==> src/rtl/bti_pkg.sv <==
// -----------------------------------------------------------------------------
// bti_pkg -- shared BTI bus definitions.
//
// Holds the command encoding, the transaction-id width and the packed request
// and response packets. It also holds the depth of the TCM response buffer.
// Every BTI agent and slave imports these types and does not redeclare them.
// -----------------------------------------------------------------------------
package bti_pkg;

  // Transaction id width; responses echo the id of their request.
  localparam int unsigned BTI_TID_W = 4;

  // Entries in the TCM response FIFO.
  localparam int unsigned BTI_RSP_FIFO_DEPTH = 2;

  typedef logic [BTI_TID_W-1:0] bti_tid_t;

  typedef enum logic [0:0] {
    BTI_CMD_READ  = 1'b0,
    BTI_CMD_WRITE = 1'b1
  } bti_cmd_e;

  // Request packet: byte address, write data and per-byte write strobe.
  typedef struct packed {
    bti_tid_t    tid;
    bti_cmd_e    cmd;
    logic [31:0] addr;
    logic [31:0] data;
    logic [3:0]  strobe;
  } bti_req_pkt_t;

  // Response packet: ok=0 flags an access that hit no memory.
  typedef struct packed {
    bti_tid_t    tid;
    logic [31:0] data;
    logic        ok;
  } bti_rsp_pkt_t;

endpackage

==> src/rtl/bti_if.sv <==
// -----------------------------------------------------------------------------
// BTI request and response channels.
//
// Both channels use a valid/ready handshake. A transfer happens in a cycle
// where vld && rdy. The master drives vld and pkt. The slave drives rdy.
//   bti_req_if_t : vld, rdy, pkt (bti_req_pkt_t)
//   bti_rsp_if_t : vld, rdy, pkt (bti_rsp_pkt_t)
// -----------------------------------------------------------------------------
interface bti_req_if_t;
  import bti_pkg::*;

  logic         vld;
  logic         rdy;
  bti_req_pkt_t pkt;

  modport mst (output vld, output pkt, input  rdy);
  modport slv (input  vld, input  pkt, output rdy);
endinterface

interface bti_rsp_if_t;
  import bti_pkg::*;

  logic         vld;
  logic         rdy;
  bti_rsp_pkt_t pkt;

  modport mst (output vld, output pkt, input  rdy);
  modport slv (input  vld, input  pkt, output rdy);
endinterface

==> src/rtl/bti_rsp_fifo.sv <==
// -----------------------------------------------------------------------------
// bti_rsp_fifo -- small synchronous FIFO of BTI response packets.
//
// Ports:
//   clk, rst_n : clock and synchronous active-low reset.
//                Reset clears the count and the pointers only.
//   push       : write push_pkt this cycle.
//                A push while full is accepted only if pop is also high.
//   push_pkt   : packet to enqueue.
//   pop        : remove the head entry. It is ignored when the FIFO is empty.
//   head       : oldest entry. It is valid while not_empty is high.
//   not_empty  : the FIFO holds at least one entry.
//   cnt        : number of entries held, 0..DEPTH.
//
// DEPTH must be a power of two so that the pointers wrap on overflow.
// A push and a pop in the same cycle leave cnt unchanged, even when the
// FIFO is full. The slot being freed takes the new tail.
// -----------------------------------------------------------------------------
module bti_rsp_fifo
  import bti_pkg::*;
#(
  parameter  int unsigned DEPTH = 2,
  localparam int unsigned CW    = $clog2(DEPTH + 1)
) (
  input  logic          clk,
  input  logic          rst_n,
  input  logic          push,
  input  bti_rsp_pkt_t  push_pkt,
  input  logic          pop,
  output bti_rsp_pkt_t  head,
  output logic          not_empty,
  output logic [CW-1:0] cnt
);

  localparam int unsigned PW = (DEPTH > 1) ? $clog2(DEPTH) : 1;

  bti_rsp_pkt_t  mem [DEPTH];
  logic [PW-1:0] wr_ptr;
  logic [PW-1:0] rd_ptr;
  logic          do_push;
  logic          do_pop;

  assign not_empty = (cnt != '0);
  assign do_pop    = pop && not_empty;
  // When full, space opens only if the head leaves in the same cycle.
  assign do_push   = push && ((cnt < CW'(DEPTH)) || do_pop);

  // NOTE: state registers use non-blocking (<=) so every flop samples
  // pre-edge values no matter how the always blocks are ordered.
  always_ff @(posedge clk) begin
    if (!rst_n) begin
      wr_ptr <= '0;
      rd_ptr <= '0;
      cnt    <= '0;
    end else begin
      if (do_push) wr_ptr <= wr_ptr + PW'(1);
      if (do_pop)  rd_ptr <= rd_ptr + PW'(1);
      case ({do_push, do_pop})
        2'b10:   cnt <= cnt + CW'(1);
        2'b01:   cnt <= cnt - CW'(1);
        default: cnt <= cnt;
      endcase
    end
  end

  // NOTE: payload storage is deliberately left out of reset. The pointers and
  // the count decide which entries are live, so a reset only needs to clear
  // them. Leaving the storage alone lets it map onto plain, reset-less flops.
  always_ff @(posedge clk) begin
    if (do_push) mem[wr_ptr] <= push_pkt;
  end

  assign head = mem[rd_ptr];

endmodule

==> src/rtl/bti_tcm.sv <==
// -----------------------------------------------------------------------------
// bti_tcm -- BTI slave in front of a single-port 32-bit SRAM (tightly coupled
// memory).
//
// Ports:
//   clk, rst_n   : clock and synchronous active-low reset.
//   bti_req_slv  : request channel (tid, cmd, byte addr, data, strobe).
//   bti_rsp_mst  : response channel (tid, data, ok).
//   sram_cs      : SRAM access enable. It is high only in the cycle a request
//                  is accepted, and only when the address falls inside the
//                  memory window.
//   sram_we      : write enable. It is meaningful only with sram_cs.
//   sram_addr    : word index, (addr - BASE) >> 2.
//   sram_wdata   : write data.
//   sram_wstrb   : byte write mask.
//   sram_rdata   : read data. It arrives the cycle after the read access.
//
// Pipeline:
//   The SRAM is accessed in the accept cycle T. Stage S1 holds the request
//   metadata in cycle T+1, while the SRAM returns the read data. At the end
//   of T+1 the response enters the FIFO, and the FIFO head shows it at T+2.
//   req.rdy is withheld when S1 plus the FIFO would exceed the FIFO depth,
//   unless a response leaves in that same cycle. This way the FIFO never
//   overflows.
//   An address outside [BASE, BASE+4*DEPTH) gets ok=0 and data=0, and it
//   never reaches the SRAM.
// -----------------------------------------------------------------------------
module bti_tcm
  import bti_pkg::*;
#(
  parameter int unsigned DEPTH = 4096,
  parameter logic [31:0] BASE  = 32'h0000_0000
) (
  input  logic                     clk,
  input  logic                     rst_n,
  bti_req_if_t.slv                 bti_req_slv,
  bti_rsp_if_t.mst                 bti_rsp_mst,
  output logic                     sram_cs,
  output logic                     sram_we,
  output logic [$clog2(DEPTH)-1:0] sram_addr,
  output logic [31:0]              sram_wdata,
  output logic [3:0]               sram_wstrb,
  input  logic [31:0]              sram_rdata
);

  localparam int unsigned AW   = $clog2(DEPTH);
  localparam int unsigned CW   = $clog2(BTI_RSP_FIFO_DEPTH + 1);
  localparam logic [32:0] SPAN = 33'(DEPTH) << 2;

  // ---------------------------------------------------------------------------
  // Accept and address decode
  // ---------------------------------------------------------------------------
  logic        accept;
  logic        in_range;
  logic [32:0] offset;
  logic        rsp_pop;

  // 33-bit subtraction: bit 32 goes high when addr < BASE, and the upper
  // compare needs no BASE+SPAN term, which could overflow 32 bits.
  assign offset   = {1'b0, bti_req_slv.pkt.addr} - {1'b0, BASE};
  assign in_range = !offset[32] && (offset < SPAN);
  assign accept   = bti_req_slv.vld && bti_req_slv.rdy;

  assign sram_cs    = accept && in_range;
  assign sram_we    = sram_cs && (bti_req_slv.pkt.cmd == BTI_CMD_WRITE);
  assign sram_addr  = offset[AW+1:2];
  assign sram_wdata = bti_req_slv.pkt.data;
  assign sram_wstrb = bti_req_slv.pkt.strobe;

  // ---------------------------------------------------------------------------
  // Stage S1: metadata of the request whose SRAM access is in flight
  // ---------------------------------------------------------------------------
  logic     s1_vld;
  bti_tid_t s1_tid;
  logic     s1_is_read;
  logic     s1_ok;

  always_ff @(posedge clk) begin
    if (!rst_n) s1_vld <= 1'b0;
    else        s1_vld <= accept;
  end

  // The payload is qualified by s1_vld, so it reloads only on accept.
  always_ff @(posedge clk) begin
    if (accept) begin
      s1_tid     <= bti_req_slv.pkt.tid;
      s1_is_read <= (bti_req_slv.pkt.cmd == BTI_CMD_READ);
      s1_ok      <= in_range;
    end
  end

  // ---------------------------------------------------------------------------
  // Response FIFO
  // ---------------------------------------------------------------------------
  bti_rsp_pkt_t  push_pkt;
  bti_rsp_pkt_t  fifo_head;
  logic          fifo_not_empty;
  logic [CW-1:0] fifo_cnt;
  logic [CW:0]   occupancy;

  // sram_rdata is valid exactly during S1, so it is captured as S1 drains.
  assign push_pkt.tid  = s1_tid;
  assign push_pkt.ok   = s1_ok;
  assign push_pkt.data = (s1_is_read && s1_ok) ? sram_rdata : 32'h0;

  bti_rsp_fifo #(
    .DEPTH (BTI_RSP_FIFO_DEPTH)
  ) u_rsp_fifo (
    .clk       (clk),
    .rst_n     (rst_n),
    .push      (s1_vld),
    .push_pkt  (push_pkt),
    .pop       (rsp_pop),
    .head      (fifo_head),
    .not_empty (fifo_not_empty),
    .cnt       (fifo_cnt)
  );

  // ---------------------------------------------------------------------------
  // Channel handshakes
  // ---------------------------------------------------------------------------
  // rst_n gates both valid and ready, so nothing is offered or taken during
  // reset, even though the FIFO state clears only at the reset edge.
  assign bti_rsp_mst.vld = rst_n && fifo_not_empty;
  assign bti_rsp_mst.pkt = fifo_head;
  assign rsp_pop         = bti_rsp_mst.vld && bti_rsp_mst.rdy;

  // Responses already owed (FIFO entries plus S1) must leave room for one
  // more request. A pop in the same cycle frees a slot. That creates a
  // combinational rsp.rdy -> req.rdy path, which is what sustains one
  // request per cycle under a full pipeline.
  assign occupancy       = {1'b0, fifo_cnt} + (CW+1)'(s1_vld);
  assign bti_req_slv.rdy = rst_n &&
                           ((occupancy < (CW+1)'(BTI_RSP_FIFO_DEPTH)) || rsp_pop);

endmodule

==> src/flat_wrapper.sv <==
// flat-port wrapper written by rule: the top's interface ports become plain ports
module bti_tcm_flat import bti_pkg::*;
#(
  parameter int unsigned DEPTH = 4096,
  parameter logic [31:0] BASE  = 32'h0000_0000
)
  (clk, rst_n, sram_cs, sram_we, sram_addr, sram_wdata, sram_wstrb, sram_rdata, bti_req_slv_vld, bti_req_slv_pkt, bti_req_slv_rdy, bti_rsp_mst_vld, bti_rsp_mst_pkt, bti_rsp_mst_rdy);
  bti_req_if_t bti_req_slv_i ();
  bti_rsp_if_t bti_rsp_mst_i ();
  input  logic clk;
  input  logic rst_n;
  output logic sram_cs;
  output logic sram_we;
  output logic [$clog2(DEPTH)-1:0] sram_addr;
  output logic [31:0] sram_wdata;
  output logic [3:0] sram_wstrb;
  input  logic [31:0] sram_rdata;
  input wire logic [$bits(bti_req_slv_i.vld)-1:0] bti_req_slv_vld;
  input wire logic [$bits(bti_req_slv_i.pkt)-1:0] bti_req_slv_pkt;
  output wire logic [$bits(bti_req_slv_i.rdy)-1:0] bti_req_slv_rdy;
  output wire logic [$bits(bti_rsp_mst_i.vld)-1:0] bti_rsp_mst_vld;
  output wire logic [$bits(bti_rsp_mst_i.pkt)-1:0] bti_rsp_mst_pkt;
  input wire logic [$bits(bti_rsp_mst_i.rdy)-1:0] bti_rsp_mst_rdy;
  assign bti_req_slv_i.vld = bti_req_slv_vld;
  assign bti_req_slv_i.pkt = bti_req_slv_pkt;
  assign bti_req_slv_rdy = bti_req_slv_i.rdy;
  assign bti_rsp_mst_vld = bti_rsp_mst_i.vld;
  assign bti_rsp_mst_pkt = bti_rsp_mst_i.pkt;
  assign bti_rsp_mst_i.rdy = bti_rsp_mst_rdy;
  bti_tcm #(.DEPTH(DEPTH), .BASE(BASE)) u_core (.clk(clk), .rst_n(rst_n), .bti_req_slv(bti_req_slv_i), .bti_rsp_mst(bti_rsp_mst_i), .sram_cs(sram_cs), .sram_we(sram_we), .sram_addr(sram_addr), .sram_wdata(sram_wdata), .sram_wstrb(sram_wstrb), .sram_rdata(sram_rdata));
endmodule
==> config.mk <==
export PLATFORM = sky130hd
export DESIGN_NAME = bti_tcm_flat
export DESIGN_NICKNAME = d
export VERILOG_FILES = /design/src/rtl/bti_pkg.sv /design/src/rtl/bti_if.sv /design/src/rtl/bti_rsp_fifo.sv /design/src/rtl/bti_tcm.sv /design/src/flat_wrapper.sv
export SDC_FILE = /design/constraint.sdc
export NUM_CORES = 1
export LEC_CHECK = 0
export CAP_MARGIN = 20
export CORE_UTILIZATION = 40
export DETAILED_ROUTE_END_ITERATION = 10
export GPL_ROUTABILITY_DRIVEN = 0
export PLACE_DENSITY = 0.81
export SLEW_MARGIN = 10
export SYNTH_ARGS = -nofsm -noshare
export SYNTH_HDL_FRONTEND = slang
export SYNTH_SLANG_ARGS = --single-unit
==> constraint.sdc <==
create_clock -name clk -period 4.2 [get_ports clk]
set_input_delay 0.84 -clock clk [delete_from_list [all_inputs] [get_ports clk]]
set_output_delay 0.84 -clock clk [all_outputs]
set_load 0.01 [all_outputs]
# Yosys cells after proc, flatten, opt, wreduce, memory -nomap -nowiden
# Memories as Yosys holds them, arrays and structs flattened. A register that Yosys moved wholly into a read port is not among the register bits.
# Cells that the tools add are included.
[op_classes]
add_sub_neg = 5
order_cmp = 3
n_eq_ne = 2
n_mux = 6
bitwise_logic = 1
n_reduce_logical = 13
[op_table]
columns = ["cell", "count"]
rows = [
  ["32-bit by 15-bit less-than comparator with 1-bit output (second input constant)", 1],
  ["32-bit two-way mux", 1],
  ["1-bit logical AND", 9],
  ["1-bit two-way mux", 4],
  ["2-bit one-hot mux with 2 select lines", 1],
  ["2-bit nonzero test", 2],
  ["2-bit by 1-bit adder with 3-bit output", 1],
  ["3-bit by 2-bit less-than comparator with 1-bit output (second input constant)", 1],
  ["1-bit adder (second input constant)", 2],
  ["2-bit by 1-bit adder with 2-bit output (second input constant)", 1],
  ["2-bit by 1-bit == test with 1-bit output (second input constant)", 1],
  ["2-bit == test (second input constant)", 1],
  ["1-bit logical OR", 2],
  ["2-bit less-than comparator (second input constant)", 1],
  ["2-bit by 1-bit subtractor with 2-bit output (second input constant)", 1],
  ["1-bit NOT", 1],
]
[word_totals]
reg_bits = 11
ram_bits = 74
input_bits = 109
out_inout_bits = 89
word_cells = 38
memories = 1
[mem_list]
columns = ["memory", "words", "width", "read_ports", "rd_ports_with_merged_regs", "write_ports", "line", "text"]
rows = [
  ["u_core.u_rsp_fifo.mem", 2, 37, 1, 1, 1, "bti_rsp_fifo.sv:37", "bti_rsp_pkt_t mem [DEPTH];"],
]

# Logic depth before layout (Yosys ltp)
[logic_depth]
depth_word = 8
mapped_depth = 8
mapped_depth_nobuf = 6

# Hierarchy
# A second synthesis with hierarchy kept.
[hier_totals]
hier_cells = 252
area_unflattened_um2 = 3797.4
[by_module_without_submodules]
columns = ["module", "n_inst", "cells_each", "area_each_um2"]
rows = [
  ["bti_rsp_fifo", 1, 140, 2897.8],
  ["bti_tcm", 1, 112, 899.6],
]

# Worst setup path after synthesis
# Ideal clock, no wire load.
[synth_timing]
kind = "input -> register"
from = "input port rst_n"
to = "memory u_core.u_rsp_fifo.mem[0][0] (netlist name), enable pin"
arrival_time_ns = 2.787
required_time_ns = 3.769
slack_ns = 0.982
stages = 4
n_path_buf = 1
path_cell_list = "buf_2 > a21bo_2 > nand2_1 > nor2_1"
[synth_via]
elab_chain_len = 7
[synth_lines]
columns = ["element", "line", "text"]
rows = [
  ["start, declared", "flat_wrapper.sv:11", "input logic rst_n;"],
  ["1-bit logical AND", "bti_tcm.sv:124", "assign bti_rsp_mst.vld = rst_n && fifo_not_empty;"],
  ["1-bit logical AND", "bti_tcm.sv:126", "assign rsp_pop = bti_rsp_mst.vld && bti_rsp_mst.rdy;"],
  ["1-bit logical AND", "bti_rsp_fifo.sv:44", "assign do_pop = pop && not_empty;"],
  ["1-bit logical OR", "bti_rsp_fifo.sv:46", "assign do_push = push && ((cnt < CW'(DEPTH)) || do_pop);"],
  ["1-bit logical AND", "bti_rsp_fifo.sv:46", ""],
  ["1-bit two-way mux", "bti_rsp_fifo.sv:70", "if (do_push) mem[wr_ptr] <= push_pkt;"],
  ["1-bit two-way mux (implied by the code)", "bti_rsp_fifo.sv:70", ""],
  ["end, declared", "bti_rsp_fifo.sv:37", ""],
]
# No other way between the ends.

# Worst setup path in the final report
[layout_timing]
from = "input port rst_n"
to = "output port sram_we"
[layout_via]
elab_chain_len = 7
[layout_lines]
columns = ["element", "line", "text"]
rows = [
  ["1-bit logical AND", "bti_tcm.sv:124", ""],
  ["1-bit logical AND", "bti_tcm.sv:126", ""],
  ["1-bit logical OR", "bti_tcm.sv:134", "((occupancy < (CW+1)'(BTI_RSP_FIFO_DEPTH)) || rsp_pop);"],
  ["1-bit logical AND *", "bti_tcm.sv:133", "assign bti_req_slv.rdy = rst_n &&"],
  ["1-bit logical AND *", "bti_tcm.sv:62", "assign accept = bti_req_slv.vld && bti_req_slv.rdy;"],
  ["1-bit logical AND *", "bti_tcm.sv:64", "assign sram_cs = accept && in_range;"],
  ["1-bit logical AND *", "bti_tcm.sv:65", "assign sram_we = sram_cs && (bti_req_slv.pkt.cmd == BTI_CMD_WRITE);"],
  ["end, declared", "flat_wrapper.sv:13", "output logic sram_we;"],
]
# Mark *: on every way between the ends. The rest lies on a longest branch, timed or not.

==> impl_metrics.ini <==
[floorplanning]
dieWidth_um = 99.3
num_rows = 35
die_area_um2 = 9860
ios = 198
placeableCoreArea_um2 = 9200
dieHeight_um = 99.3
initial_core_util_pct = 41.2

[logic_synthesis]
synth_area_um2 = 3790
post_synth.cell_area_avg_um2 = 15.0
asyncSetResetFlopFracSynth_pct = 0
number_of_enable_flip_flop_cells_after_synthesis = 80
synth_top_area_share_pct = 63.5
seq_area_frac_synth_pct = 66.6
post_synth_and_or_nand_nor_area_fraction_pct = 8.36
synth-compound-area-share_pct = 1.12
synthDistinctLibCells = 27
yosys_warnings = 0
multiplexer_share_of_the_synthesized_area_pct = 11.8
xor_xnor_portion_of_the_synthesized_cell_area_pct = 0.463
synth_fp_nets = 362
largest_family_of_logic_cells_by_synthesized_area = multiplexers
syn-instance-count = 252
synth.top_cells.by_area = sky130_fd_sc_hd__edfxtp_1, sky130_fd_sc_hd__mux2_2, sky130_fd_sc_hd__buf_4, sky130_fd_sc_hd__and3_1, sky130_fd_sc_hd__dfxtp_1
synth-adder-area-share_pct = 0.330
ys_seq_elements = 86
synth-main-ff-cell = sky130_fd_sc_hd__edfxtp_1
yosysTopAreaCell = sky130_fd_sc_hd__edfxtp_1

[sta]
timing.final.crit_share_pct = 82.9
final.setup.tns_ns = 0
finalWorstSetupSlack_ns = 0.716
hold-worst-slack_ns = 0.459
post-route-min-period_ns = 3.48
worstMarginPinSlew_ns = 0.972
rsz0062_at_grt = false
finalSetupViolCount = 0
timing.slew.headroom_pct = 35.2
timing_hold_violations_final = 0
maxSlewViolCount = 0
clock_skews_ns = 0.0150
clock.fmax_ghz = 0.287

[clock_network]
h-tree-depth = 3
cts-hold-fix-buffers = 0
cts-buffers-inserted = 9
cts_tree = built
cts_resizes = 0
cts_root_buf = sky130_fd_sc_hd__clkbuf_8
cts.sink_count = 86
clock_path_buffers = 2
clock_pin_transition_on_the_worst_setup_and_hold_timing_paths_ns = 0.09
cts_post_setup_buffers_inserted = 0
clk-insertion-delay-late_ns = 0.35

[global_routing]
first_pass_grt_wire_length_um = 12500
met1_usage_pct = 16.5
grt_pass1_vias = 2258
global_route.usage.total_pct = 17.3
grt_most_used_layer = met2
overflow = 0
antenna_found_initial = 0
grt_met2_use_pct = 32.1
largest_net_degree_at_the_start_of_global_routing = 38
met3_usage_pct = 7.73

[critical_path]
crit_path_category = in2out
cp_data_required_time_ns = 3.36
cp_data_arrival_time_ns = 2.64
timing.critical_path.fanout_max = 9
critical_path.endpoint_type = output port
worstSetupStartpointType = input port

[run_status]
outcome = completed

[detailed_routing]
drt_iter0_markers = 44
post-route-drc-count = 0
dr.pass1.iters = 4
route.vias.total = 2127
drt-wirelength-per-cell_um = 20.0
antenna_violating_nets_post_route = 0
total_routed_wirelength_um = 8420
vias_per_cell = 5.06

[pwr]
comb_power_share_pct = 14.4
pwr_density_cell_nw_per_um2 = 423
clkPwrFrac_pct = 35.2
total_power_mw = 2.02
total_leakage_power_nw = 1.73
pwr-share-seq_pct = 50.4
irDropWorstVdd_mv = 0.204
switching_share_pct = 22.3
power_report.internal_total_mw = 1.57
switching_power_summed_over_all_nets_mw = 0.450

[run]
max_cap_violations = 0

[place]
io_buf_count = 99
dp_hpwl_um = 5840
dp_slack_ns = 0.685

[cells_and_area]
layout-area-overhead-vs-synth_pct = 26.3
finalNetCount = 414
post_route_cells_drive_above_1_share_pct = 19.7
finish.utilization_pct = 52.0
antennaDiodeCount = 0

[worst_hold_path]
worst_hold_path_type = reg2reg
## cells in the mapped netlist, types with 2 or more instances
cell and number:
sky130_fd_sc_hd__nor2_1 5, sky130_fd_sc_hd__nor4_1 3, sky130_fd_sc_hd__and2_1 2, sky130_fd_sc_hd__buf_2 6, sky130_fd_sc_hd__edfxtp_1 80, sky130_fd_sc_hd__mux2i_1 3, sky130_fd_sc_hd__clkbuf_1 6, sky130_fd_sc_hd__xnor2_1 2
sky130_fd_sc_hd__nand2_1 5, sky130_fd_sc_hd__mux2_2 37, sky130_fd_sc_hd__buf_4 48, sky130_fd_sc_hd__inv_1 4, sky130_fd_sc_hd__and3_1 32, sky130_fd_sc_hd__dfxtp_1 6
## worst max-delay path, stage by stage
cell and delay [ns]:
sky130_fd_sc_hd__clkdlybuf4s50_1 0.62, sky130_fd_sc_hd__nand2_1 0.07, sky130_fd_sc_hd__o21bai_1 0.24, sky130_fd_sc_hd__nor4_2 0.30
sky130_fd_sc_hd__clkdlybuf4s50_1 0.58
## metal layers
layer	up-vias	wire length [um]
met5	-	0
met4	0	96
met3	8	872
met2	114	4660
met1	1021	2780
li1	984	-
## path summary, 6_finish.rpt
path | slack [ns] | startpoint | depth (start not counted) | to
setup / recovery | 0.72 | rst_n | 5 | sram_we
hold / removal | 0.46 | u_core.s1_tid[1] | 0 | u_core.u_rsp_fifo.mem[0][34]
hold reg to reg | 0.46 | u_core.s1_tid[1] | 0 | u_core.u_rsp_fifo.mem[0][34]
setup reg to reg | 2.43 | u_core.u_rsp_fifo.cnt[1] | 5 | u_core.u_rsp_fifo.cnt[1]
## layout make-up
| type | count | area (um2) |
|---|---|---|
| Clock buffer | 9 | 124 |
| Clock inverter | 7 | 125 |
| Fill cell | 783 | 4410 |
| Inverter | 4 | 15.0 |
| Multi-Input combinational cell | 102 | 851 |
| Sequential cell | 86 | 2520 |
| Tap cell | 111 | 139 |
| Timing Repair Buffer | 101 | 1010 |
## cells by family (layout without fill, tap and decap cells)
logic type | after synthesis | after routing
multiplexers | 40 | 40
AND/OR/NAND/NOR | 53 | 53
XOR/XNOR | 2 | 2
buffers and inverters | 64 | 121
AO/OA/AOI/OAI | 6 | 6
adder cells (fa/ha/maj) | 1 | 1
flip-flops | 86 | 86
## power by group through the flow
stage | Sequential [mW] | Clock, mW | Combinational (mW)
2_1_floorplan | 1.01 | 0 | 0.197
5_1_grt | 1.03 | 0.759 | 0.313
3_3_place_gp | 1.04 | 0 | 0.289
4_1_cts | 1.02 | 0.730 | 0.296
6_report | 1.02 | 0.712 | 0.291
3_5_place_dp | 1.04 | 0 | 0.293
## per-stage QoR
step	std cells	cell area [um2]
2_1_floorplan	252	3790
3_3_place_gp	404	4530
3_5_place_dp	404	4530
4_1_cts	420	4780
5_1_grt	420	4780
6_report	420	4780
## flip-flops by register name, indices dropped and copies added, names as in the netlist, named ones only
signal                    count
u_core.s1_vld                 1
u_core.s1_tid                 4
u_core.u_rsp_fifo.wr_ptr      1
u_core.s1_is_read             1
u_core.s1_ok                  1
u_core.u_rsp_fifo.rd_ptr      1
u_core.u_rsp_fifo.mem        74
u_core.u_rsp_fifo.cnt         2
## cell usage in the layout, fill, tap and decap left out, drive strengths merged, types with 2 or more instances in the layout
master and instances:
nor4 4, and3 32, mux2 37, bufinv 3
nor2 5, inv 8, xnor2 2, clkdlybuf4s50 99
buf 2, edfxtp 80, clkbuf 9, and2 2
mux2i 3, dfxtp 6, nand2 5
Note: power is estimated with default switching activity, not from simulation.
==> edit: new RTL, same flow settings <==
`DEPTH` is set to 4096 in 2 places; all go to 2048.
--- a/src/rtl/bti_tcm.sv
+++ b/src/rtl/bti_tcm.sv
@@ -28,7 +28,7 @@
 module bti_tcm
   import bti_pkg::*;
 #(
-  parameter int unsigned DEPTH = 4096,
+  parameter int unsigned DEPTH = 2048,
   parameter logic [31:0] BASE  = 32'h0000_0000
 ) (
   input  logic                     clk,
--- a/src/flat_wrapper.sv
+++ b/src/flat_wrapper.sv
@@ -1,7 +1,7 @@
 // flat-port wrapper written by rule: the top's interface ports become plain ports
 module bti_tcm_flat import bti_pkg::*;
 #(
-  parameter int unsigned DEPTH = 4096,
+  parameter int unsigned DEPTH = 2048,
   parameter logic [31:0] BASE  = 32'h0000_0000
 )
   (clk, rst_n, sram_cs, sram_we, sram_addr, sram_wdata, sram_wstrb, sram_rdata, bti_req_slv_vld, bti_req_slv_pkt, bti_req_slv_rdy, bti_rsp_mst_vld, bti_rsp_mst_pkt, bti_rsp_mst_rdy);
Ports: changed (resized sram_addr); port bits go from 198 to 197. The function was not compared with the original's and may differ.
==> edit against the original RTL <==
  * Design area shrank 1.3%
  * First-iteration DRC count grew 30%
  * Cell count grew 0.24%
  * Sequential cell count is the same
  * Wire length grew 2.1%
  * Combinational power shrank 2%
  * Sequential power is essentially flat
  * Setup slack lost 0.0042 ns
  * Area after synthesis is essentially flat
  * Maximum frequency shrank 0.12%
  * Via count grew 3.0%
  * Power shrank 7.9%
  * Largest cell class unchanged
==> edit: results (changes against the original RTL) <==
stage	metric	value	unit	change
power_and_ir_drop	p_int	1440	uW	-8.6%
synthesis	synth_cell_types	26		-3.7%
place	dp_cells	405		+0.25%
cells_and_area	drive_above_1_share	0.181		-0.0168
status	run_status	completed		
place	dpl.hpwl	6.07	mm	+3.9%
worst_setup_path	arrival	2.65	ns	about the same
cts	clk_pin_slew	0.09	ns	about the same
route	avgViaCountPerCell	5.20		+2.7%
route	routed_wl	8.59	mm	+2.1%
worst_setup_path	crit_fanout	8		-1
cells_and_area	diodes	0		unchanged
cells_and_area	num-fill-cells	806		+2.9%
global_routing	track_usage	0.172		-0.000527
power_and_ir_drop	ir_worst_vdd	0.145	mV	-29%
synthesis	synth_cells	251		-0.40%
synthesis	synth-seq-area-share	0.667		about the same
place	postPlaceCellArea	4530	sq um	about the same
route	drt_iter0_drc	57		+30%
place	io_buffers	100		+1.0%
power_and_ir_drop	cellLeakagePower	0.00169	uW	-2.3%
synthesis	yosys-top-cells-count	edfxtp_1, buf_4, mux2_2, and3_1		
global_routing	grt_pass1_vias	2256		-0.089%
global_routing	grt_pass1_wl	12.4	mm	-0.99%
route	wl_per_cell	20.4	um	+1.8%
sta	skew	0.0139	ns	-0.00110 ns
synthesis	synthTopCellsByArea	edfxtp_1, mux2_2, buf_4		
cts	htreeDepth	3		unchanged
[edit: final timing paths]
kind                             from                      endpoint  slack (ns)  cells past startpoint
min reg2reg          u_core.s1_tid[1]  u_core.u_rsp_fifo.mem[0][34]        0.45                      0
max                             rst_n                       sram_we        0.71                      5
min                  u_core.s1_tid[1]  u_core.u_rsp_fifo.mem[0][34]        0.45                      0
max reg2reg  u_core.u_rsp_fifo.cnt[1]  u_core.u_rsp_fifo.mem[1][33]        2.44                      2
[edit: area by class of cell]
class | instances | share of cell area
inverters | 4 | 0.00318
flip-flops and latches | 86 | 0.534
repair buffers | 101 | 0.214
clock inverters | 6 | 0.0132
clock buffers | 10 | 0.0270
multi-input cells | 103 | 0.179
well taps | 111 | 0.0294
[edit: per-layer routing]
metal | track usage | up-vias | part of all wire
li1 | - | 985 | -
met1 | 0.163 | 1066 | 0.34
met2 | 0.329 | 128 | 0.55
met3 | 0.0689 | 11 | 0.098
met4 | 0.0679 | 0 | 0.015
met5 | 0 | - | 0
[edit: power by group through the flow]
stage	Sequential (uW)	Clock [uW]	Combinational, uW
2_1_floorplan	1010	0	195
3_3_place_gp	1030	0	284
3_5_place_dp	1040	0	288
4_1_cts	1020	577	289
5_1_grt	1020	612	304
6_report	1020	562	286
[edit: per-stage QoR]
stage	hold WS [ns]	setup slack, ns	power (uW)	utilization
after global routing	0.457	0.500	1940	0.513
final	0.451	0.712	1860	0.513
after global placement	0.423	0.717	1320	0.493
after detailed placement	0.430	0.687	1330	0.493
after floorplan	0.421	1.18	1200	-
after CTS	0.451	0.687	1880	0.513
[edit: worst register-to-register path, stage by stage (launching register included)]
cell,delay [ns]
dfxtp_1,0.35
a21bo_2,0.21
and3_2,0.79
[edit: kinds of logic (layout without fill, tap and decap cells)]
family          after synthesis  count (layout)  synth area share
flops                        86              86             0.667
buf+inv                      62             121             0.112
simple gates                 53              53            0.0834
mux                          39              39             0.115
compound gates                8               8            0.0146
xor+xnor                      2               2           0.00463
fa+ha+maj                     1               1           0.00331
